==> config.mk <==
export PLATFORM = sky130hd
export DESIGN_NAME = serial_add_seq_flat
export DESIGN_NICKNAME = d
export VERILOG_FILES = /design/src/rtl/serial_add_seq_if.sv /design/src/rtl/serial_add_seq.sv /design/src/flat_wrapper.sv
export SDC_FILE = /design/constraint.sdc
export NUM_CORES = 1
export LEC_CHECK = 0
export ABC_AREA = 1
export BUFFER_PORTS_ARGS = -buffer_cell sky130_fd_sc_hd__buf_2
export CORE_ASPECT_RATIO = 1.2
export CORE_MARGIN = 2
export CORE_UTILIZATION = 30
export DETAILED_ROUTE_END_ITERATION = 8
export PLACE_DENSITY = 0.51
export SETUP_SLACK_MARGIN = 0.4
export SLEW_MARGIN = 5
export SYNTH_ARGS = -nofsm -noshare
export SYNTH_HDL_FRONTEND = slang
export SYNTH_SLANG_ARGS = --single-unit
==> constraint.sdc <==
create_clock -name clk -period 2.08 [get_ports clk]
set_clock_uncertainty 0.15 [all_clocks]
set_input_delay 0.312 -clock clk [delete_from_list [all_inputs] [get_ports clk]]
set_output_delay 0.312 -clock clk [all_outputs]
set_load 0.05 [all_outputs]
==> src/rtl/serial_add_seq_if.sv <==
// Handshake and datapath bus for serial_add_seq: operand input, result output,
// and the load/shift strobes to the bit-serial adder.
interface serial_add_seq_if #(
  parameter int WIDTH = 8
);
  logic             in_valid;
  logic             in_ready;
  logic [WIDTH-1:0] in_a;
  logic [WIDTH-1:0] in_b;
  logic             in_cin;
  logic             dp_load;
  logic             dp_shift;
  logic [WIDTH-1:0] dp_a;
  logic [WIDTH-1:0] dp_b;
  logic             dp_cin;
  logic [WIDTH-1:0] dp_sum;
  logic             dp_cout;
  logic             res_valid;
  logic             res_ready;
  logic [WIDTH-1:0] res_sum;
  logic             res_cout;
  logic             res_ovf;
  logic             busy;

  // master: the sequencer; slave: upstream, datapath and result consumer
  modport master (
    input  in_valid, in_a, in_b, in_cin, dp_sum, dp_cout, res_ready,
    output in_ready, dp_load, dp_shift, dp_a, dp_b, dp_cin,
           res_valid, res_sum, res_cout, res_ovf, busy
  );
  modport slave (
    output in_valid, in_a, in_b, in_cin, dp_sum, dp_cout, res_ready,
    input  in_ready, dp_load, dp_shift, dp_a, dp_b, dp_cin,
           res_valid, res_sum, res_cout, res_ovf, busy
  );
endinterface

==> src/rtl/serial_add_seq.sv <==
// Load/shift/capture sequencer for a bit-serial adder with a one-entry result buffer.
// Optional signed-overflow flag enabled by defining SERIAL_ADD_OVF_EN.
module serial_add_seq #(
  parameter int WIDTH = 8
) (
  input  logic              clk,
  input  logic              reset,
  serial_add_seq_if.master  bus
);
  localparam int CNT_W = $clog2(WIDTH + 1);
  localparam logic [CNT_W-1:0] LAST = CNT_W'(WIDTH - 1);

  typedef enum logic [1:0] {IDLE, LOAD, SHIFT, CAPT} state_t;

  state_t           state;
  logic [CNT_W-1:0] cnt;
  logic             dp_load_q, dp_shift_q, dp_cin_q;
  logic [WIDTH-1:0] dp_a_q, dp_b_q, res_sum_q;
  logic             res_valid_q, res_cout_q;
  logic             capt_go;

  // Capture is allowed when the buffer is empty or draining on this edge.
  assign capt_go = (state == CAPT) && (!res_valid_q || bus.res_ready);

  assign bus.in_ready  = (state == IDLE);
  assign bus.busy      = (state != IDLE);
  assign bus.dp_load   = dp_load_q;
  assign bus.dp_shift  = dp_shift_q;
  assign bus.dp_a      = dp_a_q;
  assign bus.dp_b      = dp_b_q;
  assign bus.dp_cin    = dp_cin_q;
  assign bus.res_valid = res_valid_q;
  assign bus.res_sum   = res_sum_q;
  assign bus.res_cout  = res_cout_q;

  always_ff @(posedge clk or posedge reset) begin
    if (reset) begin
      state       <= IDLE;
      cnt         <= '0;
      dp_load_q   <= 1'b0;
      dp_shift_q  <= 1'b0;
      dp_a_q      <= '0;
      dp_b_q      <= '0;
      dp_cin_q    <= 1'b0;
      res_valid_q <= 1'b0;
      res_sum_q   <= '0;
      res_cout_q  <= 1'b0;
    end else begin
      dp_load_q <= 1'b0;
      if (res_valid_q && bus.res_ready) res_valid_q <= 1'b0;
      case (state)
        IDLE: if (bus.in_valid) begin
          dp_a_q    <= bus.in_a;
          dp_b_q    <= bus.in_b;
          dp_cin_q  <= bus.in_cin;
          dp_load_q <= 1'b1;
          state     <= LOAD;
        end
        LOAD: begin
          cnt        <= '0;
          dp_shift_q <= 1'b1;
          state      <= SHIFT;
        end
        SHIFT: begin
          cnt <= cnt + 1'b1;
          if (cnt == LAST) begin
            dp_shift_q <= 1'b0;
            state      <= CAPT;
          end
        end
        CAPT: if (capt_go) begin
          res_sum_q   <= bus.dp_sum;
          res_cout_q  <= bus.dp_cout;
          res_valid_q <= 1'b1;
          state       <= IDLE;
        end
        default: state <= IDLE;
      endcase
    end
  end

`ifdef SERIAL_ADD_OVF_EN
  logic res_ovf_q;
  always_ff @(posedge clk or posedge reset) begin
    if (reset)        res_ovf_q <= 1'b0;
    else if (capt_go) res_ovf_q <= (dp_a_q[WIDTH-1] == dp_b_q[WIDTH-1]) &&
                                   (bus.dp_sum[WIDTH-1] != dp_a_q[WIDTH-1]);
  end
  assign bus.res_ovf = res_ovf_q;
`else
  assign bus.res_ovf = 1'b0;
`endif

endmodule

==> src/flat_wrapper.sv <==
// flat-port wrapper written by rule: the top's interface ports become plain ports
module serial_add_seq_flat 
#(
  parameter int WIDTH = 8
)
  (clk, reset, bus_in_valid, bus_in_a, bus_in_b, bus_in_cin, bus_dp_sum, bus_dp_cout, bus_res_ready, bus_in_ready, bus_dp_load, bus_dp_shift, bus_dp_a, bus_dp_b, bus_dp_cin, bus_res_valid, bus_res_sum, bus_res_cout, bus_res_ovf, bus_busy);
  serial_add_seq_if #(.WIDTH(WIDTH)) bus_i ();
  input  logic clk;
  input  logic reset;
  input wire logic [$bits(bus_i.in_valid)-1:0] bus_in_valid;
  input wire logic [$bits(bus_i.in_a)-1:0] bus_in_a;
  input wire logic [$bits(bus_i.in_b)-1:0] bus_in_b;
  input wire logic [$bits(bus_i.in_cin)-1:0] bus_in_cin;
  input wire logic [$bits(bus_i.dp_sum)-1:0] bus_dp_sum;
  input wire logic [$bits(bus_i.dp_cout)-1:0] bus_dp_cout;
  input wire logic [$bits(bus_i.res_ready)-1:0] bus_res_ready;
  output wire logic [$bits(bus_i.in_ready)-1:0] bus_in_ready;
  output wire logic [$bits(bus_i.dp_load)-1:0] bus_dp_load;
  output wire logic [$bits(bus_i.dp_shift)-1:0] bus_dp_shift;
  output wire logic [$bits(bus_i.dp_a)-1:0] bus_dp_a;
  output wire logic [$bits(bus_i.dp_b)-1:0] bus_dp_b;
  output wire logic [$bits(bus_i.dp_cin)-1:0] bus_dp_cin;
  output wire logic [$bits(bus_i.res_valid)-1:0] bus_res_valid;
  output wire logic [$bits(bus_i.res_sum)-1:0] bus_res_sum;
  output wire logic [$bits(bus_i.res_cout)-1:0] bus_res_cout;
  output wire logic [$bits(bus_i.res_ovf)-1:0] bus_res_ovf;
  output wire logic [$bits(bus_i.busy)-1:0] bus_busy;
  assign bus_i.in_valid = bus_in_valid;
  assign bus_i.in_a = bus_in_a;
  assign bus_i.in_b = bus_in_b;
  assign bus_i.in_cin = bus_in_cin;
  assign bus_i.dp_sum = bus_dp_sum;
  assign bus_i.dp_cout = bus_dp_cout;
  assign bus_i.res_ready = bus_res_ready;
  assign bus_in_ready = bus_i.in_ready;
  assign bus_dp_load = bus_i.dp_load;
  assign bus_dp_shift = bus_i.dp_shift;
  assign bus_dp_a = bus_i.dp_a;
  assign bus_dp_b = bus_i.dp_b;
  assign bus_dp_cin = bus_i.dp_cin;
  assign bus_res_valid = bus_i.res_valid;
  assign bus_res_sum = bus_i.res_sum;
  assign bus_res_cout = bus_i.res_cout;
  assign bus_res_ovf = bus_i.res_ovf;
  assign bus_busy = bus_i.busy;
  serial_add_seq #(.WIDTH(WIDTH)) u_core (.clk(clk), .reset(reset), .bus(bus_i));
endmodule
==> out/metrics.cfg, run 1 <==
[worst_setup_path]
arrival_ns=1.17
cp_slowest_cell=dfrtp_2
worstSetupPathType=reg2out
endpoint_kind=output pin
cp.buffers_inverters=3
critPathMaxFanout=5
r2r-end=u_core.state[1]
cpLargestDelayFamily=flip-flops
slowest_delay_ns=0.43
r2r_start=u_core.state[0]
reg2reg_depth=8
start_kind=register
crit_required_ns=1.62
crit_chain=inv_4 > ha_4 > inv_1 > buf_4
ff2ff_setup_slack_ns=0.55

[floorplanning]
rows=28
ios=62
initial_core_util_pct=30.84
dieArea_mm2=0.005628
die_h_um=81.79
core_mm2=0.004905
die_x_um=68.82

[synth]
yosysMostFrequentCell=nand2_1
synth_cell_types=17
syn_area_per_cell_um2=8.846
synth_top_area_share_pct=57.90
yosys.area.top_type=dfrtp_1
syn-cell-area_mm2=0.001513
yosysWarningCount=0
syn_inst=171
yosysSeqAreaShare_pct=57.90
async_reset_ff_share_pct=100.0
netlist_top_cells_count=nand2_1, dfrtp_1, nand3_1
synth_nets=208
synth_edf_count=0
synth_area_leaders=dfrtp_1, nand2_1, ha_1, nand3_1, inv_1
synth_ff_type=dfrtp_1
synth-seq-cells=35

[pwr]
power_density_mw_per_mm2=1889
comb_power_share_pct=57.2
p_int_w=0.001788
power_switching_w=0.002000
p_leak_nw=1.160
pwr-share-clk_pct=12.5
seq_power_share_pct=30.2
ir_worst_vdd_v=0.0007990
switching_share_pct=52.80

[min_path]
holdPathEnd=u_core.bus.dp_b[1]
worstHoldPathCells=3
min_from=bus_in_b[1]
min-delay-path-class=in2reg

[timing]
finalCriticalPeriod_ns=1.634
slew_viol_final=0
tns_ns=0
rsz0062_at_grt=no
fmax_mhz=612.0
hold_viol_final=0
period_share_pct=78.55
final-setup-viol-count=0
holdWs_ns=0.06447

[clocking]
insertion_delay_ns=0.28
cts_made_buffers=5
htree_levels=2
cts_tree=done
path_clk_slew_ns=0.07
clock_path_buffers=2
cts.sinks=35
cts_root_buffer=clkbuf_8

[grt]
grtUsageTotal_pct=11.87
grt_overflow=0
antenna_found_initial=0
grt_pass1_wl_um=4899
grt_pass1_vias=1067
grt_max_degree=36

[job]
max-cap-violations=0

[cells_and_area]
area_delta_synth_final_pct=32.59
n_antenna_cell=0
n_fill_cell=525
post-route-util_pct=40.89
fin_nets=276
final_layout_size_suffix_gt1_share_pct=33.33

[detailed_routing]
drc=0
wl_um=3299
vias=1293
viasPerCell=4.310
ant_nets=0
routedWlPerCell_um=11.00
drtIter0Drc=81
drt_pass1_iterations=4

[placed_design]
gp_congestion=0.7626
dpl.hpwl_um=2286
portBuffers=60

[run_status]
outcome=finished, final reports clean

-- registers in the layout, summed over array words and instances, names as in the netlist --
signal and flops:
u_core.bus.dp_a 8, u_core.bus.dp_b 8, u_core.bus.dp_cin 1, u_core.bus.dp_load 1
u_core.bus.dp_shift 1, u_core.bus.res_cout 1, u_core.bus.res_sum 8, u_core.bus.res_valid 1
u_core.cnt 4, u_core.state 2
-- repair_timing --
item                                    4_1_cts  5_1_grt
resized for setup                             7        1
hold endpoints to repair                     35        0
cloned                                        0        0
hold buffers                                  1        0
endpoints found under the setup margin        2        1
pin swaps                                     1        1
setup buffers                                 2        1
-- cell type report --
cell class / count / area [um2] / area share, %
clock buffer: 6 / 72.57 / 3.618
multi-input combinational: 122 / 573.1 / 28.57
tap: 60 / 75.07 / 3.743
sequential: 35 / 878.3 / 43.79
timing repair buffer: 66 / 352.8 / 17.59
inverter: 9 / 41.29 / 2.059
clock inverter: 2 / 12.51 / 0.6238
-- logic make-up (layout without fill, tap and decap cells) --
group | after synthesis | after routing | synth area share, %
fa+ha+maj | 7 | 7 | 5.790
compound gates | 7 | 7 | 2.482
other cells | 1 | 1 | 0.2479
flops | 35 | 35 | 57.90
simple gates | 107 | 107 | 28.54
buf+inv | 14 | 83 | 5.045
-- per-stage QoR --
stage | total power [W] | setup slack [ns] | area [um2] | cells
floorplan | 0.002775 | 0.4160 | 1515 | 171
global placement | 0.003213 | 0.5632 | 1868 | 288
detailed placement | 0.003233 | 0.5149 | 1868 | 288
CTS | 0.003822 | 0.4099 | 1996 | 299
global route | 0.004059 | 0.4015 | 2006 | 300
finish | 0.003788 | 0.4461 | 2006 | 300
-- tightest hold or removal path: cells and delay by family --
kind                   cells  cell delay, ns
AND/OR/NAND/NOR            2            0.08
buffers and inverters      1            0.07
-- layer usage --
layer / up-vias / track usage [%] / part of all wire, %
met5: - / 0 / 0
met4: 0 / 5.882 / 1.9
met3: 7 / 3.699 / 8.0
met2: 47 / 16.63 / 45
met1: 583 / 16.42 / 45
li1: 656 / - / -
-- layout by cell type (no fill, tap or decap), types with 2 or more instances in the layout --
cell and n:
o21ai_0 2, ha_1 6, nand3_1 13, nand2_1 86, dfrtp_2 2, buf_4 7, inv_1 6, dfrtp_1 33
buf_2 58, clkbuf_8 5, nor2_1 5, a21oi_1 4
-- worst max-delay path by stage --
| stage | startpoint | end | slack [ns] | depth (start not counted) |
|---|---|---|---|---|
| 2_1_floorplan | u_core.state[0] | bus_busy | 0.42 | 3 |
| 3_3_place_gp | u_core.state[0] | u_core.cnt[3] | 0.56 | 7 |
| 3_5_place_dp | u_core.state[0] | u_core.cnt[3] | 0.51 | 7 |
| 4_1_cts | u_core.state[0] | bus_busy | 0.41 | 4 |
| 5_1_grt | u_core.state[0] | bus_busy | 0.40 | 4 |
| 6_report | u_core.state[0] | bus_busy | 0.45 | 4 |
-- power groups by stage --
| stage | Sequential [W] | Combinational [W] | Clock, W |
|---|---|---|---|
| 3_5_place_dp | 0.00116 | 0.00207 | 0 |
| 3_3_place_gp | 0.00116 | 0.00205 | 0 |
| 2_1_floorplan | 0.00203 | 0.000748 | 0 |
| 5_1_grt | 0.00118 | 0.00235 | 0.000523 |
| 4_1_cts | 0.00114 | 0.00218 | 0.000500 |
| 6_report | 0.00115 | 0.00217 | 0.000475 |
No activity file was read; power rests on OpenSTA's default activity.
==> run 2: changes to the inputs <==
Settings changed: ABC_AREA 1 to 0, PLACE_DENSITY 0.51 to 0.53.
Clock period 2.08 ns to 1.5 ns, I/O delays scaled along.
==> run 2 against run 1 <==
Against the previous run:
- the run now ends with hold timing, setup timing left
- register-to-register slack got worse by 0.65 ns
- cell count decreased by 12%
- cell area increased by 35%
- hold slack got worse by 0.27 ns
- sequential share of layout area decreased by 12 points
- area after synthesis increased by 0.58%
- critical path depth increased by 2
- largest cell class unchanged
- flip-flop and latch count unchanged
- synthesized cell count decreased by 39%
- via count decreased by 7.0%
- first-iteration DRC count decreased by 81%
==> out/metrics.cfg, run 2 <==
[detailed_routing]
ant_nets=0  ; unchanged
wl_um=3682  ; +12%
drc=0  ; unchanged
vias=1202  ; -7.0%
drtIter0Drc=15  ; -81%
viasPerCell=4.553  ; +5.6%
drt_pass1_iterations=4  ; unchanged
routedWlPerCell_um=13.95  ; +27%

[clocking]
htree_levels=2  ; unchanged
cts_made_buffers=5  ; unchanged
cts.sinks=35  ; unchanged
insertion_delay_ns=0.28  ; about the same
path_clk_slew_ns=0.07  ; about the same
cts_root_buffer=clkbuf_8
clock_path_buffers=2  ; unchanged
cts_tree=done

[placed_design]
dpl.hpwl_um=2371  ; +3.7%
portBuffers=60  ; unchanged
gp_congestion=0.7817  ; +2.5%

[timing]
hold_viol_final=18  ; +18
final-setup-viol-count=7  ; +7
finalCriticalPeriod_ns=1.600
rsz0062_at_grt=yes
holdWs_ns=-0.2031  ; -0.2676 ns
fin_ws_ns=-0.1002  ; -0.5463 ns
fmax_mhz=624.9
slew_viol_final=0  ; unchanged
period_share_pct=106.7
tns_ns=-0.4054  ; -0.4054 ns

[grt]
grt_pass1_vias=1290  ; +21%
antenna_found_initial=0  ; unchanged
grtUsageTotal_pct=13.37  ; +1.5 points
grt_pass1_wl_um=5789  ; +18%
grt_max_degree=21  ; -42%
grt_overflow=0  ; unchanged

[worst_setup_path]
reg2reg_depth=6  ; -2
start_kind=register
arrival_ns=1.62  ; +0.45 ns
crit_required_ns=1.52  ; -0.10 ns
worstSetupPathType=reg2reg
ff2ff_setup_slack_ns=-0.10  ; -0.65 ns
r2r-end=u_core.cnt[3]
endpoint_kind=register
critPathMaxFanout=6  ; +1
r2r_start=u_core.state[1]

[cells_and_area]
mostFrequentLayoutCell=buf_6
final_layout_size_suffix_gt1_share_pct=72.55  ; +39 points
n_antenna_cell=0  ; unchanged
fin_nets=240  ; -13%
area_delta_synth_final_pct=78.54
mostFrequentLayoutCells=buf_6, dfrtp_1, buf_2

[synth]
syn_inst=105  ; -39%
synth_area_leaders=dfrtp_1, mux2_2, mux2_4, ha_1, inv_1
synth_ff_type=dfrtp_1
synth_cell_types=27  ; +10
netlist_top_cells_count=dfrtp_1, mux2_2, inv_1, mux2_4, ha_1
syn-cell-area_mm2=0.001521  ; +0.58%
yosysWarningCount=0  ; unchanged
synth_edf_count=0  ; unchanged
yosysMostFrequentCell=dfrtp_1
synth_nets=142  ; -32%
syn_area_per_cell_um2=14.49  ; +64%
async_reset_ff_share_pct=100.0  ; unchanged
yosys.area.top_type=dfrtp_1
synth_top_area_share_pct=57.57  ; -0.33 points
yosysSeqAreaShare_pct=57.57  ; -0.33 points
synth-seq-cells=35  ; unchanged

[floorplanning]
core_mm2=0.004905  ; unchanged
die_x_um=69.01  ; +0.28%
die_h_um=82.01  ; +0.28%
rows=28  ; unchanged
initial_core_util_pct=31.02  ; +0.18 points
dieArea_mm2=0.005660  ; +0.55%
ios=62  ; unchanged

[min_path]
min-delay-path-class=in2async

[run_status]
violations=hold timing, setup timing
outcome=finished, violations left

[job]
max-cap-violations=0  ; unchanged

## run 2: worst max-delay path, stage by stage, from the launching register on
cell and delay (ns):
dfrtp_1 0.40, buf_6 0.14, buf_6 0.11, buf_6 0.11
ha_4 0.18, and3_1 0.16, a211o_1 0.23
## run 2: layer usage
layer | GRT usage, % | wire (um) | up-vias
met2 | 22.98 | 1987 | 40
li1 | - | - | 554
met4 | 7.059 | 47 | 0
met5 | 0 | 0 | -
met1 | 14.56 | 1449 | 602
met3 | 4.908 | 198 | 6
## run 2: area by class of cell
| cell class | count | area, um2 |
|---|---|---|
| Sequential cell | 35 | 877.1 |
| Clock buffer | 8 | 100.1 |
| Tap cell | 60 | 75.07 |
| Inverter | 9 | 40.04 |
| Timing Repair Buffer | 92 | 795.8 |
| Fill cell | 399 | 2188 |
| Multi-Input combinational cell | 60 | 828.3 |
## run 2: how the worst max path moves through the flow
stage,startpoint,cells after the start,to
after floorplan,u_core.state[1],5,u_core.bus.dp_a[0]
after global placement,u_core.state[1],4,u_core.bus.dp_b[4]
after detailed placement,u_core.state[0],4,u_core.bus.dp_b[3]
after CTS,u_core.state[0],6,u_core.state[1]
after global routing,u_core.state[0],6,u_core.state[1]
final,u_core.state[1],6,u_core.cnt[3]
## run 2: kinds of logic after synthesis
| logic type | synth area share [%] |
|---|---|
| multiplexers | 22.78 |
| AND/OR/NAND/NOR | 5.263 |
| flip-flops | 57.57 |
| adder cells (fa/ha/maj) | 5.756 |
| buffers and inverters | 3.454 |
| other | 0.2465 |
| AO/OA/AOI/OAI | 4.934 |
## run 2: repair_timing
item / CTS / global route
hold endpoints to repair: 18 / 20
pin swaps: 11 / 9
cloned: 1 / 0
setup buffers: 10 / 12
endpoints found under the setup margin: 66 / 66
resized for setup: 112 / 8
## run 2: per-stage QoR
stage                     utilization [%]  hold slack (ns)  cells  cell area [um2]  worst slack (ns)
after CTS                           52.45          -0.2030    250             2572          -0.08749
after floorplan                         -          0.02204    105             1554           -0.1116
after global placement              40.18           0.1076    231             1971          -0.02999
after global routing                55.38          -0.1879    264             2716           -0.1789
final                               55.38          -0.2031    264             2716           -0.1002
after detailed placement            40.18           0.1169    231             1971          -0.09273
Power of run 2 is left out: the tool's default activity adds up to more than one toggle a clock period on the data nets, which glitch-free logic cannot reach.
